## src/rtl/mips_mem_pkg.sv

```systemverilog
// Shared definitions for the MIPS memory stage: access-size encodings and the
// load/store unit state type.
package mips_mem_pkg;

    localparam logic [1:0] SIZE_BYTE = 2'b00;
    localparam logic [1:0] SIZE_HALF = 2'b01;
    localparam logic [1:0] SIZE_WORD = 2'b10;

    typedef enum logic [1:0] {
        LSU_IDLE = 2'b00,
        LSU_REQ  = 2'b01,
        LSU_WAIT = 2'b10,
        LSU_DONE = 2'b11
    } lsu_state_e;

endpackage

```

## src/rtl/lsu_align_r0.sv

```systemverilog
// Request alignment helper: flags misaligned half/word accesses, clears the
// offending low address bits and replicates store data onto every byte lane.
module lsu_align_r0
    import mips_mem_pkg::*;
#(
    parameter int BIT_WIDTH  = 32,
    parameter int ADDR_WIDTH = 6
) (
    input  logic [1:0]            size,
    input  logic [ADDR_WIDTH-1:0] addr,
    input  logic [BIT_WIDTH-1:0]  wdata,
    output logic                  misaligned,
    output logic [ADDR_WIDTH-1:0] addr_aligned,
    output logic [BIT_WIDTH-1:0]  wdata_lanes
);

    // Size decode; both 1x encodings are treated as a word access
    always_comb begin
        misaligned   = 1'b0;
        addr_aligned = addr;
        wdata_lanes  = wdata;
        case (size)
            SIZE_BYTE: begin
                wdata_lanes = {(BIT_WIDTH/8){wdata[7:0]}};
            end
            SIZE_HALF: begin
                misaligned      = addr[0];
                addr_aligned[0] = 1'b0;
                wdata_lanes     = {(BIT_WIDTH/16){wdata[15:0]}};
            end
            default: begin
                misaligned        = (addr[1:0] != 2'b00);
                addr_aligned[1:0] = 2'b00;
            end
        endcase
    end

endmodule

```

## src/rtl/load_store_unit_r0.sv

```systemverilog
// Memory-stage load/store initiator driving the dataRAM_r0 port.
// Optional feature: LSU_MISALIGN_TRAP_EN turns misaligned half/word accesses into error responses.
module load_store_unit_r0
    import mips_mem_pkg::*;
#(
    parameter int BIT_WIDTH  = 32,
    parameter int ADDR_WIDTH = 6,
    parameter int DELAY      = 1
) (
    input  logic                  clk,
    input  logic                  rst,
    input  logic                  req_valid,
    output logic                  req_ready,
    input  logic                  req_wr,
    input  logic                  req_signed,
    input  logic [1:0]            req_size,
    input  logic [31:0]           req_addr,
    input  logic [BIT_WIDTH-1:0]  req_wdata,
    output logic                  rsp_valid,
    input  logic                  rsp_ready,
    output logic [BIT_WIDTH-1:0]  rsp_rdata,
    output logic                  rsp_err,
    output logic                  busy,
    output logic [ADDR_WIDTH-1:0] mem_addr,
    output logic [BIT_WIDTH-1:0]  mem_data,
    output logic                  mem_wren,
    output logic                  mem_isSigned,
    output logic [1:0]            mem_dataSize,
    input  logic [BIT_WIDTH-1:0]  mem_q
);

    localparam int CNT_W = (DELAY > 1) ? $clog2(DELAY) : 1;
    localparam logic [CNT_W-1:0] CNT_INIT = (DELAY > 0) ? CNT_W'(DELAY - 1) : {CNT_W{1'b0}};

    lsu_state_e            state_r;
    lsu_state_e            state_nxt_s;
    logic                  wr_r;
    logic                  signed_r;
    logic [1:0]            size_r;
    logic [ADDR_WIDTH-1:0] addr_r;
    logic [BIT_WIDTH-1:0]  wdata_r;
    logic [BIT_WIDTH-1:0]  rdata_r;
    logic                  err_r;
    logic [CNT_W-1:0]      cnt_r;
    logic                  rsp_valid_r;
    logic                  busy_r;
    logic                  req_ready_r;
    logic                  accept_s;
    logic                  capture_s;
    logic                  misalign_s;
    logic                  trap_s;
    logic [ADDR_WIDTH-1:0] addr_aligned_s;
    logic [BIT_WIDTH-1:0]  wdata_lanes_s;
    logic                  unused_addr_hi_s;

    lsu_align_r0 #(
        .BIT_WIDTH  (BIT_WIDTH),
        .ADDR_WIDTH (ADDR_WIDTH)
    ) u_align (
        .size         (req_size),
        .addr         (req_addr[ADDR_WIDTH-1:0]),
        .wdata        (req_wdata),
        .misaligned   (misalign_s),
        .addr_aligned (addr_aligned_s),
        .wdata_lanes  (wdata_lanes_s)
    );

`ifdef LSU_MISALIGN_TRAP_EN
    assign trap_s = misalign_s;
`else
    // Misaligned accesses proceed on the masked address, so the flag goes unused
    logic unused_misalign_s;
    assign unused_misalign_s = misalign_s;
    assign trap_s            = 1'b0;
`endif

    assign unused_addr_hi_s = ^req_addr[31:ADDR_WIDTH];
    assign accept_s         = req_valid && (state_r == LSU_IDLE);

    // Next-state decode; capture_s marks the cycle in which mem_q carries the load result
    always_comb begin
        state_nxt_s = state_r;
        capture_s   = 1'b0;
        case (state_r)
            LSU_IDLE: begin
                if (req_valid) begin
                    state_nxt_s = trap_s ? LSU_DONE : LSU_REQ;
                end else begin
                    state_nxt_s = LSU_IDLE;
                end
            end
            LSU_REQ: begin
                if (wr_r) begin
                    state_nxt_s = LSU_DONE;
                end else if (DELAY == 0) begin
                    capture_s   = 1'b1;
                    state_nxt_s = LSU_DONE;
                end else begin
                    state_nxt_s = LSU_WAIT;
                end
            end
            LSU_WAIT: begin
                if (cnt_r == {CNT_W{1'b0}}) begin
                    capture_s   = 1'b1;
                    state_nxt_s = LSU_DONE;
                end else begin
                    state_nxt_s = LSU_WAIT;
                end
            end
            LSU_DONE: begin
                if (rsp_ready) begin
                    state_nxt_s = LSU_IDLE;
                end else begin
                    state_nxt_s = LSU_DONE;
                end
            end
            default: begin
                state_nxt_s = LSU_IDLE;
            end
        endcase
    end

    // State, request capture, latency counter and registered handshake outputs
    always_ff @(posedge clk) begin
        if (rst) begin
            state_r     <= LSU_IDLE;
            wr_r        <= 1'b0;
            signed_r    <= 1'b0;
            size_r      <= 2'b00;
            addr_r      <= {ADDR_WIDTH{1'b0}};
            wdata_r     <= {BIT_WIDTH{1'b0}};
            rdata_r     <= {BIT_WIDTH{1'b0}};
            err_r       <= 1'b0;
            cnt_r       <= {CNT_W{1'b0}};
            rsp_valid_r <= 1'b0;
            busy_r      <= 1'b0;
            req_ready_r <= 1'b1;
        end else begin
            state_r     <= state_nxt_s;
            rsp_valid_r <= (state_nxt_s == LSU_DONE);
            busy_r      <= (state_nxt_s != LSU_IDLE);
            req_ready_r <= (state_nxt_s == LSU_IDLE);
            if (accept_s) begin
                wr_r     <= req_wr;
                signed_r <= req_signed;
                size_r   <= req_size;
                addr_r   <= addr_aligned_s;
                wdata_r  <= wdata_lanes_s;
                rdata_r  <= {BIT_WIDTH{1'b0}};
                err_r    <= trap_s;
            end else if (capture_s) begin
                rdata_r <= mem_q;
            end
            if (state_r == LSU_REQ) begin
                cnt_r <= CNT_INIT;
            end else if ((state_r == LSU_WAIT) && (cnt_r != {CNT_W{1'b0}})) begin
                cnt_r <= cnt_r - {{(CNT_W-1){1'b0}}, 1'b1};
            end
        end
    end

    // RAM port drive: live only while the request sits at the RAM, zero otherwise
    always_comb begin
        mem_addr     = {ADDR_WIDTH{1'b0}};
        mem_data     = {BIT_WIDTH{1'b0}};
        mem_isSigned = 1'b0;
        mem_dataSize = 2'b00;
        if ((state_r == LSU_REQ) || (state_r == LSU_WAIT)) begin
            mem_addr     = addr_r;
            mem_data     = wdata_r;
            mem_isSigned = signed_r;
            mem_dataSize = size_r;
        end else begin
            mem_addr     = {ADDR_WIDTH{1'b0}};
            mem_data     = {BIT_WIDTH{1'b0}};
            mem_isSigned = 1'b0;
            mem_dataSize = 2'b00;
        end
    end

    // The write strobe is gated by rst directly so an aborted store never reaches the RAM
    assign mem_wren  = (state_r == LSU_REQ) && wr_r && !rst;
    assign req_ready = req_ready_r;
    assign busy      = busy_r;
    assign rsp_valid = rsp_valid_r;
    assign rsp_rdata = rdata_r;
    assign rsp_err   = err_r;

endmodule

```

## config.mk

```make
export PLATFORM = sky130hd
export DESIGN_NAME = load_store_unit_r0
export DESIGN_NICKNAME = d
export VERILOG_FILES = /design/src/rtl/mips_mem_pkg.sv /design/src/rtl/lsu_align_r0.sv /design/src/rtl/load_store_unit_r0.sv
export SDC_FILE = /design/constraint.sdc
export NUM_CORES = 1
export LEC_CHECK = 0
export ABC_CLOCK_PERIOD_IN_PS = 2100
export BUFFER_PORTS_ARGS = -buffer_cell sky130_fd_sc_hd__buf_2
export CAP_MARGIN = 40
export CELL_PAD_IN_SITES_DETAIL_PLACEMENT = 1
export CELL_PAD_IN_SITES_GLOBAL_PLACEMENT = 2
export CORE_MARGIN = 2
export CORE_UTILIZATION = 25
export CTS_BUF_LIST = sky130_fd_sc_hd__clkbuf_8
export CTS_CLUSTER_SIZE = 25
export DETAILED_ROUTE_END_ITERATION = 7
export PLACE_DENSITY = 0.79
export SLEW_MARGIN = 20
export SYNTH_ARGS = -nofsm -noshare
export SYNTH_HDL_FRONTEND = slang
export SYNTH_SLANG_ARGS = --single-unit
```

## constraint.sdc

```tcl
create_clock -name clk -period 2.1 [get_ports clk]
set_input_delay 0.63 -clock clk [delete_from_list [all_inputs] [get_ports clk]]
set_output_delay 0.63 -clock clk [all_outputs]
set_load 0.05 [all_outputs]
```

==> flow_summary.yaml <==
status:
  violations: "setup timing"
  status: "complete, but fails checks"
yosys:
  synth_cells: 375
  avgSynthCellArea_um2: 8.79
  yosys_warnings: 0
  synthesis.nets: 484
  yosys.area.top_type: "dfxtp_1"
  yosysSeqAreaShare_pct: 48.6
  synthDistinctLibCells: 29
  synth_area_leaders: "dfxtp_1 49%, nand2_1 10%, and2_1 7.8%"
  ys_ff_latch: 80
  synth_top_area_share_pct: 48.6
  synth.cell_area_um2: 3300
hold_path:
  min_path_type: "reg2reg"
  hp-start: "wdata_r[19]"
critical_path:
  path_delay_family: "buffers and inverters"
  regToRegSetupSlack_ns: 0.41
  path_cells: "inv_2 -> ha_4 -> buf_12 -> and2_1 -> buf_6"
  worstPathRequired_ns: 1.47
  cp_slowest_cell: "dfxtp_2"
  worst-endpoint-arrival_ns: 1.56
  worstPathMaxFanout: 20
  crit_path_end_kind: "primary output"
  cp-startpoint: "state_r[0]"
  r2r_start: "state_r[0]"
  path_buf_inv: 3
  start_kind: "flop"
  slowest_delay_ns: 0.34
  critical_path_class: "reg2out"
global_route:
  antenna_found_initial: 0
  grt.total_usage_pct: 15.7
  grt_max_degree: 40
  grt_overflow: 0
  grt_pass1_wl_mm: 17.3
  grt_pass1_vias: 3291
route:
  dr.pass1.iters: 4
  wl_per_cell_um: 15.5
  drc: 0
  wl_met2_mm: 5.21
  top_layer_used: "met4"
  vias: 3125
  totalWireLength_mm: 10.9
  vias_per_cell: 4.44
  antenna_left: 0
  dr.first_iter.drc_count: 92
  wl_met1_mm: 4.75
  wl_met3_um: 792
clock_tree:
  htree_num_levels: 3
  cts.sinks: 80
  cts_buffer_depth: 2
  clkSlewWorstSetupHoldPaths_ns: 0.07
  postCtsHoldBufs: 0
  numCtsBuffers: 9
  tritoncts: "done"
  cts-root-buf: "clkbuf_8"
  insertion_delay_ns: 0.36
die:
  chipHeight_um: 119
  rows: 41
  initial_core_util_pct: 25.9
  die_area_um2: 14100
  die_x_um: 119
  core_um2: 12700
  ios: 182
placement:
  place_inst: 686
  io_buffers: 154
  dpl.hpwl_mm: 7.63
  place_congestion: 0.753
  place_area_um2: 4310
layout:
  layout_commonest_cell: "buf_2"
  area_growth_pct: 48.7
  diodes: 0
  post-route-util_pct: 38.5
  final_cell_count_no_fill: 704
  nets: 638
  most-common-layout-cells: "112 x buf_2, 91 x nand2_1, 78 x dfxtp_1"
  design_area_um2: 4900
  layout-drive-gt1-share_pct: 40.0
power:
  ir_drop_uv: 267
  power_leakage_nw: 2.22
  power.density_nw_per_um2: 875
  fin_total_pwr_mw: 4.29
sta:
  rsz0062_at_grt: "true"
  slew_headroom_pct: 55.2
  worst_pin_slew_ns: 0.672
  setup_tns_ns: -2.35
  setup_viol_count_final: 39
  fin_crit_ns: 2.19
  skew_ns: 0.00825
  finalHoldViolCount: 0
  period_share_pct: 104
  fin_ws_ns: -0.0869
  maxClockFrequency_mhz: 457
  drv_slew: 0
run:
  drv_cap: 0
repair_timing:
action / CTS / global route
endpoints found under the setup margin: 42 / 42
gates cloned: 1 / 0
gates resized for setup: 99 / 27
setup buffers: 2 / 1
hold endpoints to repair: 0 / 0
pin swaps: 2 / 4
cell families (layout without fill, tap and decap cells):
logic type	count (synthesis)	after routing	share of synthesized area (%)
other	1	1	0.114
multiplexers	24	24	7.29
buffers and inverters	32	189	4.63
AND/OR/NAND/NOR	145	145	20.6
AO/OA/AOI/OAI	88	88	16.9
flip-flops	80	80	48.6
adder cells (fa/ha/maj)	5	5	1.90
tightest hold or removal path, cell delays in order (launching register included):
cell	delay, ns
dfxtp_1	0.31
nand2_1	0.05
o21ai_1	0.05
metrics by stage:
step	hold WS [ns]	setup slack, ns
after floorplan	0.417	0.0139
after global placement	0.427	0.0935
after detailed placement	0.440	0.0790
after CTS	0.451	-0.121
after global routing	0.460	-0.162
final	0.446	-0.0869
Yosys cell counts, drive strengths merged:
master	instances
o32ai	1
conb	1
dfxtp	80
nand2b	3
clkbuf	8
buf	20
o22ai	1
a32o	2
a22o	23
nor2	5
mux2i	24
and2	41
nand2	91
ha	5
nor4b	1
a21oi	34
nor2b	2
nor3	1
a21o	2
o21ai	25
inv	4
or2	1
final timing paths:
| check | end | depth (start not counted) |
|---|---|---|
| max | mem_data[11] | 5 |
| min | wdata_r[19] | 2 |
| min reg2reg | wdata_r[19] | 2 |
| max reg2reg | busy | 7 |
cell type report:
cell class | instances | area, um2
Clock buffer | 10 | 138
Inverter | 4 | 15.0
Clock inverter | 4 | 16.3
Sequential cell | 80 | 1600
Tap cell | 172 | 215
Multi-Input combinational cell | 263 | 1630
Timing Repair Buffer | 171 | 1290
Fill cell | 1539 | 7820
state kept, by name, summed over array words and instances, names as in the netlist:
name and flops:
size_r 2, cnt_r 1, signed_r 1, rsp_valid 1
rsp_rdata 32, req_ready 1, state_r 2, wdata_r 32
wr_r 1, busy 1, addr_r 6
power by group:
part	leakage, nW	switching [mW]	internal (mW)
registers	0.653	0.0710	1.67
logic	1.48	0.983	0.600
clock network	0.0918	0.534	0.434
routing by layer:
layer / track usage [%] / up-vias
met5: 0 / -
met2: 26.7 / 113
li1: - / 1553
met1: 18.3 / 1449
met4: 6.25 / 0
met3: 4.79 / 10
(Power assumes the default switching activity.)
